--- src/rtl/mux_2level_ccff_shadow.sv ---
// Two-level one-hot routing mux with a serial configuration chain and a shadow register.
// Only a validated commit updates the active selection, so live routing never glitches.
module mux_2level_ccff_shadow #(
    parameter  int NUM_INPUTS = 20,
    parameter  int BASIS_SIZE = 5,
    localparam int NUM_GROUPS = (NUM_INPUTS + BASIS_SIZE - 1) / BASIS_SIZE,
    localparam int MEM_SIZE   = BASIS_SIZE + NUM_GROUPS,
    localparam int CNT_W      = $clog2(MEM_SIZE + 1)
) (
    input  logic                  prog_clk,
    input  logic                  pReset,
    input  logic                  ccff_head,
    input  logic                  shift_en,
    input  logic                  commit,
    input  logic [NUM_INPUTS-1:0] in,
    output logic                  out,
    output logic                  ccff_tail,
    output logic                  cfg_valid,
    output logic                  cfg_error,
    output logic [CNT_W-1:0]      bit_count
);

    localparam logic [CNT_W-1:0] MEM_CNT = CNT_W'(MEM_SIZE);
    localparam int PAD_W = NUM_GROUPS * BASIS_SIZE;

    logic [MEM_SIZE-1:0]   sr_q, sr_d;
    logic [MEM_SIZE-1:0]   active_q, active_d;
    logic                  valid_q, valid_d;
    logic                  err_q, err_d;
    logic [CNT_W-1:0]      cnt_q, cnt_d;

    logic [BASIS_SIZE-1:0] l1_field;
    logic [NUM_GROUPS-1:0] l2_field;
    logic                  range_ok;
    logic                  sr_legal;

    logic [PAD_W-1:0]      in_pad;
    logic [NUM_GROUPS-1:0] grp_out;

    always_ff @(posedge prog_clk or posedge pReset) begin
        if (pReset) begin
            sr_q     <= '0;
            active_q <= '0;
            valid_q  <= 1'b0;
            err_q    <= 1'b0;
            cnt_q    <= '0;
        end else begin
            sr_q     <= sr_d;
            active_q <= active_d;
            valid_q  <= valid_d;
            err_q    <= err_d;
            cnt_q    <= cnt_d;
        end
    end

    // Legality of the word currently sitting in the chain
    always_comb begin
        l1_field = sr_q[BASIS_SIZE-1:0];
        l2_field = sr_q[MEM_SIZE-1:BASIS_SIZE];
        range_ok = 1'b0;
        for (int g = 0; g < NUM_GROUPS; g++) begin
            for (int b = 0; b < BASIS_SIZE; b++) begin
                if (g * BASIS_SIZE + b < NUM_INPUTS) begin
                    range_ok = range_ok | (l1_field[b] & l2_field[g]);
                end
            end
        end
        sr_legal = (cnt_q == MEM_CNT) && $onehot(l1_field) && $onehot(l2_field) && range_ok;
    end

    always_comb begin
        sr_d     = sr_q;
        active_d = active_q;
        valid_d  = valid_q;
        err_d    = err_q;
        cnt_d    = cnt_q;
        if (shift_en) begin
            sr_d = {sr_q[MEM_SIZE-2:0], ccff_head};
            if (cnt_q != MEM_CNT) begin
                cnt_d = cnt_q + 1'b1;
            end
            // A commit racing a shift would latch a half-moved word, so it is refused
            if (commit) begin
                err_d = 1'b1;
            end
        end else if (commit) begin
            cnt_d = '0;
            if (sr_legal) begin
                active_d = sr_q;
                valid_d  = 1'b1;
                err_d    = 1'b0;
            end else begin
                err_d = 1'b1;
            end
        end
    end

    always_comb begin
        in_pad                 = '0;
        in_pad[NUM_INPUTS-1:0] = in;
        for (int g = 0; g < NUM_GROUPS; g++) begin
            grp_out[g] = 1'b0;
            for (int b = 0; b < BASIS_SIZE; b++) begin
                grp_out[g] = grp_out[g] | (in_pad[g * BASIS_SIZE + b] & active_q[b]);
            end
        end
        out = valid_q & (|(grp_out & active_q[MEM_SIZE-1:BASIS_SIZE]));
    end

    assign ccff_tail = sr_q[MEM_SIZE-1];
    assign cfg_valid = valid_q;
    assign cfg_error = err_q;
    assign bit_count = cnt_q;

endmodule

--- config.mk ---
export PLATFORM = sky130hd
export DESIGN_NAME = mux_2level_ccff_shadow
export DESIGN_NICKNAME = d
export VERILOG_FILES = /design/src/rtl/mux_2level_ccff_shadow.sv
export SDC_FILE = /design/constraint.sdc
export NUM_CORES = 1
export LEC_CHECK = 0
export BUFFER_PORTS_ARGS = -buffer_cell sky130_fd_sc_hd__buf_2
export CAP_MARGIN = 10
export CELL_PAD_IN_SITES_DETAIL_PLACEMENT = 1
export CELL_PAD_IN_SITES_GLOBAL_PLACEMENT = 1
export CORE_AREA = 2 2 62 78
export DETAILED_ROUTE_END_ITERATION = 8
export DIE_AREA = 0 0 64 80
export GPL_TIMING_DRIVEN = 0
export PLACE_DENSITY_LB_ADDON = 0.1
export RECOVER_POWER = 100
export SLEW_MARGIN = 20
export SYNTH_ARGS = -nofsm -noshare
export SYNTH_HDL_FRONTEND = slang
export SYNTH_SLANG_ARGS = --single-unit
export TNS_END_PERCENT = 100
--- constraint.sdc ---
create_clock -name prog_clk -period 3.3 [get_ports prog_clk]
set_clock_uncertainty 0.15 [all_clocks]
set_input_delay 0.99 -clock prog_clk [delete_from_list [all_inputs] [get_ports prog_clk]]
set_output_delay 0.99 -clock prog_clk [all_outputs]
set_load 0.01 [all_outputs]
======== After elaboration in Yosys (flattened, before gate mapping) ========
Cells that the tools add are included.
word-level totals
  bits in registers ....................... 24
  bits in latches ......................... 0
  memory bits (writable) .................. 0
  ROM bits ................................ 0
  logic and storage cells ................. 110
  memories ................................ 0
operators by class
  $add $sub $neg .......................... 8
  multiply operators ...................... 0
  div/mod/pow operators ................... 0
  order comparisons ....................... 0
  equality and inequality tests ........... 5
  shift-type cells ........................ 0
  muxes and demuxes ....................... 7
  bitwise logic cells ..................... 78
  reduce and logical (&&, ||, !) cells .... 7
operators by type and width
  operator               number
  $and A1 B1 Y1          41
  $or A1 B1 Y1           35
  $mux W4                3
  $add A1 B1 Y2          4
  $add A2 B2 Y3          2
  $eq A3 B1 Y1 const B   2
  $add A4 B1 Y4 const B  1
  $and A4 B4 Y4          1
  $eq A4 B4 Y1 const B   1
  $mux W1                4
  $ne A4 B4 Y1 const B   1
  $reduce_or A4 Y1       1
  $add A3 B1 Y3          1
  $logic_and A1 B1 Y1    3
  $reduce_and A3 Y1      1
  $ne A2 B1 Y1 const B   1
  $reduce_and A2 Y1      1
  $reduce_bool A2 Y1     1
  $not A1 Y1             1

======== Logic depth before layout (Yosys ltp) ========
Gate-level depths: netlist of the first run.
  depth after elaboration ................. 24
  depth in mapped cells ................... 10

======== Least setup slack after synthesis of the first run ========
Ideal clock, no wire load.
  kind .................................... reg2reg
  start ................................... reg sr_q[0]
  end ..................................... reg active_q[0]
  setup time .............................. 0.125 ns
  data arrival time ....................... 2.761 ns
  path slack .............................. 0.264 ns
  cell stages (with the launch flop) ...... 11
  clock period less this slack ............ 3.036 ns
  cells stage by stage .................... dfrtp_1 -> fa_1 -> inv_1 -> fa_1 -> inv_1 -> ha_1 -> nor4_1 -> nand4_1 -> nor4_2 -> buf_6 -> mux2_4
between the ends
  longest elaborated chain between the ends .. 22
  elaborated cells on any way between the ends .. 31
  those cells by class .................... add/sub: 3; eq/ne: 1; bitwise: 23; reduce/logical: 4
RTL lines
  item                         line  text
  start, declared              26    logic [MEM_SIZE-1:0] sr_q, sr_d;
  start signal, assigned       48    sr_q <= sr_d;
  $and A1 B1 Y1                64    range_ok = range_ok | (l1_field[b] & l2_field[g]);
  $or A1 B1 Y1 (19 in series)  64
  $logic_and A1 B1 Y1          68    sr_legal = (cnt_q == MEM_CNT) && $onehot(l1_field) && $onehot(l2_field) && range_ok;
  $reduce_and A3 Y1 (no line)  n/a
  end signal, assigned         49    active_q <= active_d;
  end, declared                27    logic [MEM_SIZE-1:0] active_q, active_d;
Several ways; a longest one is shown, not always the timed one.
A chain may end at the register's enable or synchronous reset.

======== Final worst setup path of the first run ========
  start ................................... in in[17]
  end ..................................... out out
between the ends
  longest elaborated chain between the ends .. 7
RTL lines
  item                        line  text
  start, declared             15    input logic [NUM_INPUTS-1:0] in,
  $and A1 B1 Y1               104   grp_out[g] = grp_out[g] | (in_pad[g * BASIS_SIZE + b] & active_q[b]);
  $or A1 B1 Y1 (3 in series)  104
  $and A4 B4 Y4               107   out = valid_q & (|(grp_out & active_q[MEM_SIZE-1:BASIS_SIZE]));
  $reduce_or A4 Y1            107
  $and A1 B1 Y1               107
  end, declared               16    output logic out,
No other way between the ends.

==> summary.txt, run 1 <==
Die
  – Initial Utilization: 29.1%
  – Row count: 27
  – Die width: 64 um
  – Core area: 4360 um2
  – Die Area: 5120 um2
  – Die Y: 80 um
  – I/O pin total: 33

Worst hold path
  – Hold Crit Start: cfg_valid$_DFFE_PP0P_
  – Worst Hold Path Cells: 1
  – Hold Path End: cfg_valid$_DFFE_PP0P_
  – Min-Delay Path Class: reg2reg

Place
  – RePlAce Congestion: 0.726
  – HPWL Detailed: 2.40 mm
  – Cells after DPL: 201
  – Pre-CTS WS: 0.0475 ns
  – Count of input and output buffers: 32

Finish
  – Final std cells w/o fill: 206
  – Antenna cells: 0
  – Final #Nets: 183
  – Share of cells above drive strength 1: 31.1%
  – Utilization after layout: 35.8%
  – Area grow syn2layout: 23.2%

Critical path
  – CP endpoint kind: output port
  – Critical path class: in2out
  – CP peak stage delay: 0.39 ns
  – Critical path data required time: 2.16 ns
  – Cell family with most CP delay: compound AO/OA/AOI/OAI gates
  – Buf+Inv Stages, Crit Path: 2
  – Reg2reg start: sr_q[0]$_DFFE_PP0P_
  – CP max FO: 1
  – Reg2Reg Capture Point: active_q[6]$_DFFE_PP0P_
  – Critical-path cell list: buf_2 -> a222oi_1 -> nand2_1 -> a22oi_1 -> a21boi_0 -> clkbuf_1
  – Worst Path Arrival: 1.99 ns
  – Worst R2R Setup Slack: 0.18 ns
  – Worst setup SP type: primary input
  – Highest-delay cell along the critical path: a222oi_1
  – R2R depth: 10

Logic synthesis
  – Syn nets: 144
  – Cells after synthesis: 111
  – Yosys Warn Count: 0
  – Yosys reg bits: 24
  – Cell variety after synth: 24
  – Register area share after synthesis: 47.4%
  – Synth Area per Inst: 11.4 um2
  – Cell Area, Synth: 1270 um2

Power and ir drop
  – Peak supply drop: 0.157 mV
  – Overall power: 0.702 mW
  – P_leak: 0.750 nW
  – Pwr Density: 450 nW/um2

STA
  – Slew Viols, Final: 0
  – Final Setup Violations: 0
  – TNS Setup: 0 ns
  – Fin crit period: 3.13 ns
  – Slew @ Worst Pin: 0.922 ns
  – Final period util: 94.8%
  – Achievable Freq: 320 MHz
  – RSZ-0062 raised after global routing: no
  – Final Hold Vio Count: 0
  – Relative slew slack: 38.5%
  – Fin worst setup slack: 0.172 ns

CTS
  – H-tree Lvls: 1
  – CTS Buf Count: 3
  – Clock Latency Late Sink: 0.27 ns
  – CTS Sinks: 24
  – Clk buf depth: 2
  – CTS Root Cell: clkbuf_8
  – Clk slew on worst S/H paths: 0.08 ns
  – TritonCTS clock tree: built

Route
  – WL final: 3.06 mm
  – Via count: 997
  – Post-route ant nets: 0
  – Residual DRC: 0
  – Drt initial violations: 30
  – Initial DRT Pass Iterations: 4
  – DR WL/cell: 14.8 um
  – Avg Vias per Cell: 4.84

GRT
  – Vias in the first global route: 1065
  – Remaining Overflow, GRT: 0
  – First-pass GRT wire length: 4.95 mm
  – Largest net degree at the start of global routing: 25
  – GRT Total Usage: 12.7%
  – Initial antenna violation count: 0

Job
  – Max cap viols: 0

Status
  – Status: finished, final reports clean
[placed cells by master, fill, tap and decap left out, drive strengths merged]
cell	instances
a22o	2
nor2	7
nand2	11
buf	26
nand4	2
inv	12
dfrtp	24
a222oi	4
a21boi	1
or2	1
mux2i	1
nand3b	1
mux2	13
nor4	3
fa	3
a31oi	1
or4	1
a21oi	1
clkbuf	14
a22oi	6
ha	5
o21ai	9
[flip-flops by register name, summed over array words and instances (netlist names)]
name	count
cfg_valid	1
active_q	9
cfg_error	1
sr_q	9
bit_count	4
[timing repair]
action / CTS / global route
endpoints found under the setup margin: 0 / 8
buffers inserted: 0 / 1
resized for setup: 0 / 5
hold buffers: 0 / 0
[kinds of logic (layout without fill, tap and decap cells)]
group | count (synthesis) | count (layout) | share of synthesized area (%)
and+or+nand+nor | 26 | 26 | 9.98
AOI/OAI and AO/OA | 24 | 24 | 13.1
DFF | 24 | 24 | 47.4
buffers and inverters | 15 | 52 | 5.04
muxes | 14 | 14 | 14.7
adders and majority gates | 8 | 8 | 9.68
[routing by layer]
layer | part of all wire, % | GRT usage [%] | routed length, um | vias to the layer above
met5 | 0 | 0 | 0 | -
met2 | 55 | 24.1 | 1670 | 33
met4 | 1.9 | 5.87 | 57 | 0
met3 | 5.1 | 1.97 | 156 | 5
met1 | 38 | 13.5 | 1170 | 484
li1 | - | - | - | 475
[synth_stat cells]
master / number / area share [%]
mux2_2: 5 / 4.4
a31oi_1: 1 / 0.49
a222oi_1: 4 / 3.2
a21boi_0: 1 / 0.59
a21oi_1: 1 / 0.39
or2_2: 1 / 0.49
nand4_1: 2 / 0.99
nor4_2: 1 / 0.99
o21ai_0: 9 / 3.6
clkbuf_1: 2 / 0.59
buf_6: 1 / 0.89
dfrtp_1: 24 / 47
a22oi_1: 6 / 3.6
nor4_1: 2 / 0.99
fa_1: 3 / 4.7
nor2_1: 7 / 2.1
inv_1: 12 / 3.6
a22o_1: 2 / 1.4
mux2_4: 8 / 9.5
or4_1: 1 / 0.59
ha_1: 5 / 4.9
mux2i_1: 1 / 0.79
nand3b_1: 1 / 0.59
nand2_1: 11 / 3.3
[stage by stage]
stage	hold WS (ns)	area, um2
after floorplan	0.332	1270
after global placement	0.327	1500
after detailed placement	0.341	1500
after CTS	0.361	1540
after global routing	0.392	1560
final	0.358	1560
[power breakdown]
| group | total (mW) | internal [mW] | switching, mW |
|---|---|---|---|
| Clock | 0.172 | 0.0817 | 0.0901 |
| Combinational | 0.168 | 0.0784 | 0.0897 |
| Sequential | 0.362 | 0.322 | 0.0400 |
[worst max-delay path by stage]
stage,start,to,depth (start not counted)
after detailed placement,sr_q[0]$_DFFE_PP0P_,active_q[2]$_DFFE_PP0P_,10
after global placement,sr_q[0]$_DFFE_PP0P_,active_q[4]$_DFFE_PP0P_,10
after CTS,sr_q[0]$_DFFE_PP0P_,active_q[2]$_DFFE_PP0P_,10
after global routing,sr_q[0]$_DFFE_PP0P_,active_q[6]$_DFFE_PP0P_,10
after floorplan,sr_q[0]$_DFFE_PP0P_,active_q[0]$_DFFE_PP0P_,10
final,in[17],out,6
[layout make-up]
| type | count | area (um2) |
|---|---|---|
| Buffer | 3 | 18.8 |
| Clock buffer | 3 | 41.3 |
| Fill cell | 497 | 2800 |
| Inverter | 12 | 45.0 |
| Multi-Input combinational cell | 72 | 617 |
| Sequential cell | 24 | 602 |
| Tap cell | 58 | 72.6 |
| Timing Repair Buffer | 34 | 164 |
Note: power is estimated with default switching activity, not from simulation.
==> run 2: changes to the inputs <==
Settings changed: CELL_PAD_IN_SITES_DETAIL_PLACEMENT 1 to default, CELL_PAD_IN_SITES_GLOBAL_PLACEMENT 1 to default, PLACE_DENSITY from default to 0.55, PLACE_DENSITY_LB_ADDON 0.1 to default.
==> run 2 against run 1 <==
  * Clock power up 52%
  * Global-route usage down 1.5 points
  * Register-to-register slack worse by 0.04 ns
  * Die area unchanged
  * Utilization up 0.55 points
  * Sequential share of layout area down 0.66 points
  * Final area up 1.5%
  * Worst setup slack worse by 0.033 ns
  * Critical path type is now reg2reg
==> summary.txt, run 2 (same netlist as run 1, synthesis figures left out) <==
Power and ir drop
  – Overall power: 0.772 mW (was 0.702 mW)
  – P_leak: 0.769 nW (was 0.750 nW)
  – Peak supply drop: 0.169 mV (was 0.157 mV)
  – Pwr Density: 487 nW/um2 (was 450 nW/um2)

Die
  – Die width: 64 um (unchanged)
  – Row count: 27 (unchanged)
  – Die Area: 5120 um2 (unchanged)
  – I/O pin total: 33 (unchanged)
  – Die Y: 80 um (unchanged)
  – Initial Utilization: 29.1% (unchanged)
  – Core area: 4360 um2 (unchanged)

GRT
  – Largest net degree at the start of global routing: 25 (unchanged)
  – GRT Total Usage: 11.2% (was 12.7%)
  – Initial antenna violation count: 0 (unchanged)
  – Remaining Overflow, GRT: 0 (unchanged)
  – Vias in the first global route: 969 (was 1065)
  – First-pass GRT wire length: 4.42 mm (was 4.95 mm)

Finish
  – Area grow syn2layout: 25.1% (was 23.2%)
  – Final std cells w/o fill: 207 (was 206)
  – Register area: 601 um2 (was 602 um2)
  – Share of cells above drive strength 1: 30.9% (was 31.1%)
  – Antenna cells: 0 (unchanged)
  – Layout fillers: 433 (was 497)
  – Final #Nets: 183 (unchanged)
  – Most frequent cells in the layout: dfrtp_1 (24), buf_2 (24), inv_1 (12) (was dfrtp_1 (23), buf_2 (23), inv_1 (12))
  – Utilization after layout: 36.3% (was 35.8%)
  – Area of the multi-input gates: 611 um2 (was 617 um2)

Route
  – Drt initial violations: 48 (was 30)
  – WL final: 2.67 mm (was 3.06 mm)
  – DR WL/cell: 12.9 um (was 14.8 um)
  – Initial DRT Pass Iterations: 4 (unchanged)
  – Avg Vias per Cell: 4.81 (was 4.84)
  – Residual DRC: 0 (unchanged)
  – Post-route ant nets: 0 (unchanged)
  – Via count: 995 (was 997)

Critical path
  – Reg2reg start: sr_q[0]$_DFFE_PP0P_ (unchanged)
  – Launch point of the worst path: sr_q[0]$_DFFE_PP0P_ (was in[17])
  – Critical path data required time: 3.32 ns (was 2.16 ns)
  – CP endpoint kind: register (was output port)
  – Worst Path Arrival: 3.18 ns (was 1.99 ns)
  – CP max FO: 5 (was 1)
  – Critical path class: reg2reg (was in2out)
  – Worst setup SP type: register (was primary input)

STA
  – TNS Setup: 0 ns (unchanged)
  – Final Setup Violations: 0 (unchanged)
  – Fin worst setup slack: 0.140 ns (was 0.172 ns)
  – Final period util: 95.8% (was 94.8%)
  – Achievable Freq: 316 MHz (was 320 MHz)
  – Fin crit period: 3.16 ns (was 3.13 ns)
  – Final Hold Vio Count: 0 (unchanged)
  – Slew Viols, Final: 0 (unchanged)
  – Relative slew slack: 41.4% (was 38.5%)
  – Slew @ Worst Pin: 0.878 ns (was 0.922 ns)

Place
  – HPWL Detailed: 2.03 mm (was 2.40 mm)
  – Count of input and output buffers: 32 (unchanged)
  – Cells after DPL: 201 (unchanged)
  – Pre-CTS WS: 0.0409 ns (was 0.0475 ns)
  – RePlAce Congestion: 0.737 (was 0.726)

CTS
  – Clk slew on worst S/H paths: 0.09 ns (was 0.08 ns)
  – CTS Root Cell: clkbuf_8 (unchanged)
  – CTS Sinks: 24 (unchanged)
  – H-tree Lvls: 1 (unchanged)
  – Clk buf depth: 2 (unchanged)
  – TritonCTS clock tree: built (unchanged)
  – CTS Buf Count: 3 (unchanged)
  – Clock Latency Late Sink: 0.28 ns (was 0.27 ns)

Job
  – Max cap viols: 0 (unchanged)

Worst hold path
  – Hold Crit Start: cfg_error$_DFFE_PP0P_ (was cfg_valid$_DFFE_PP0P_)
  – Min-Delay Path Class: reg2reg (unchanged)

Status
  – Status: finished, final reports clean (unchanged)
-- run 2: path summary, 6_finish.rpt --
check                      slack (ns)  cells after the start                        to
max                              0.14                     10   active_q[1]$_DFFE_PP0P_
min                              0.37                      2     cfg_error$_DFFE_PP0P_
max reg2reg                      0.14                     10   active_q[1]$_DFFE_PP0P_
min reg2reg                      0.37                      2     cfg_error$_DFFE_PP0P_
max in group asynchronous        1.72                      2       sr_q[4]$_DFFE_PP0P_
min in group asynchronous        0.73                      2  bit_count[0]$_DFFE_PP0P_
-- run 2: metrics by stage --
stage	hold WS (ns)	instance area (um2)
after floorplan	0.332	1270
after global placement	0.333	1500
after detailed placement	0.348	1500
after CTS	0.372	1570
after global routing	0.405	1580
final	0.368	1580
-- run 2: layer usage --
metal  vias to the layer above  track usage, %  part of all wire, %  wire (um)
met5                         -               0                    0          0
met4                         0            5.87                  2.1         57
met3                         5            2.12                  6.9        184
met2                        40            18.6                   47       1260
met1                       474            13.7                   44       1160
li1                        476               -                    -          -
-- run 2: critical path: stages, from the launching register on --
cell	delay, ns
dfrtp_1	0.44
fa_1	0.55
inv_1	0.05
fa_1	0.35
inv_1	0.06
ha_1	0.22
nor4_1	0.30
nand4_1	0.19
nor4_4	0.25
buf_4	0.21
mux2_4	0.29
-- run 2: timing repair --
| action | in CTS | in global routing |
|---|---|---|
| setup endpoints to repair | 0 | 8 |
| gates resized for setup | 0 | 3 |
| endpoints found under the hold margin | 0 | 0 |
| hold buffers | 0 | 0 |
| setup buffers | 0 | 1 |
-- run 2: power by group --
group	switching, mW	leakage [nW]	internal [mW]
Combinational	0.0788	0.420	0.0700
Sequential	0.0393	0.313	0.322
Clock	0.0992	0.0357	0.163
Total	0.217	0.769	0.555
-- run 2: area by class of cell --
type	count	area share (%)
Sequential cell	24	37.9
Inverter	12	2.84
Clock inverter	1	1.90
Tap cell	58	4.58
Clock buffer	3	2.61
Timing Repair Buffer	34	10.4
Multi-Input combinational cell	72	38.5
Buffer	3	1.18
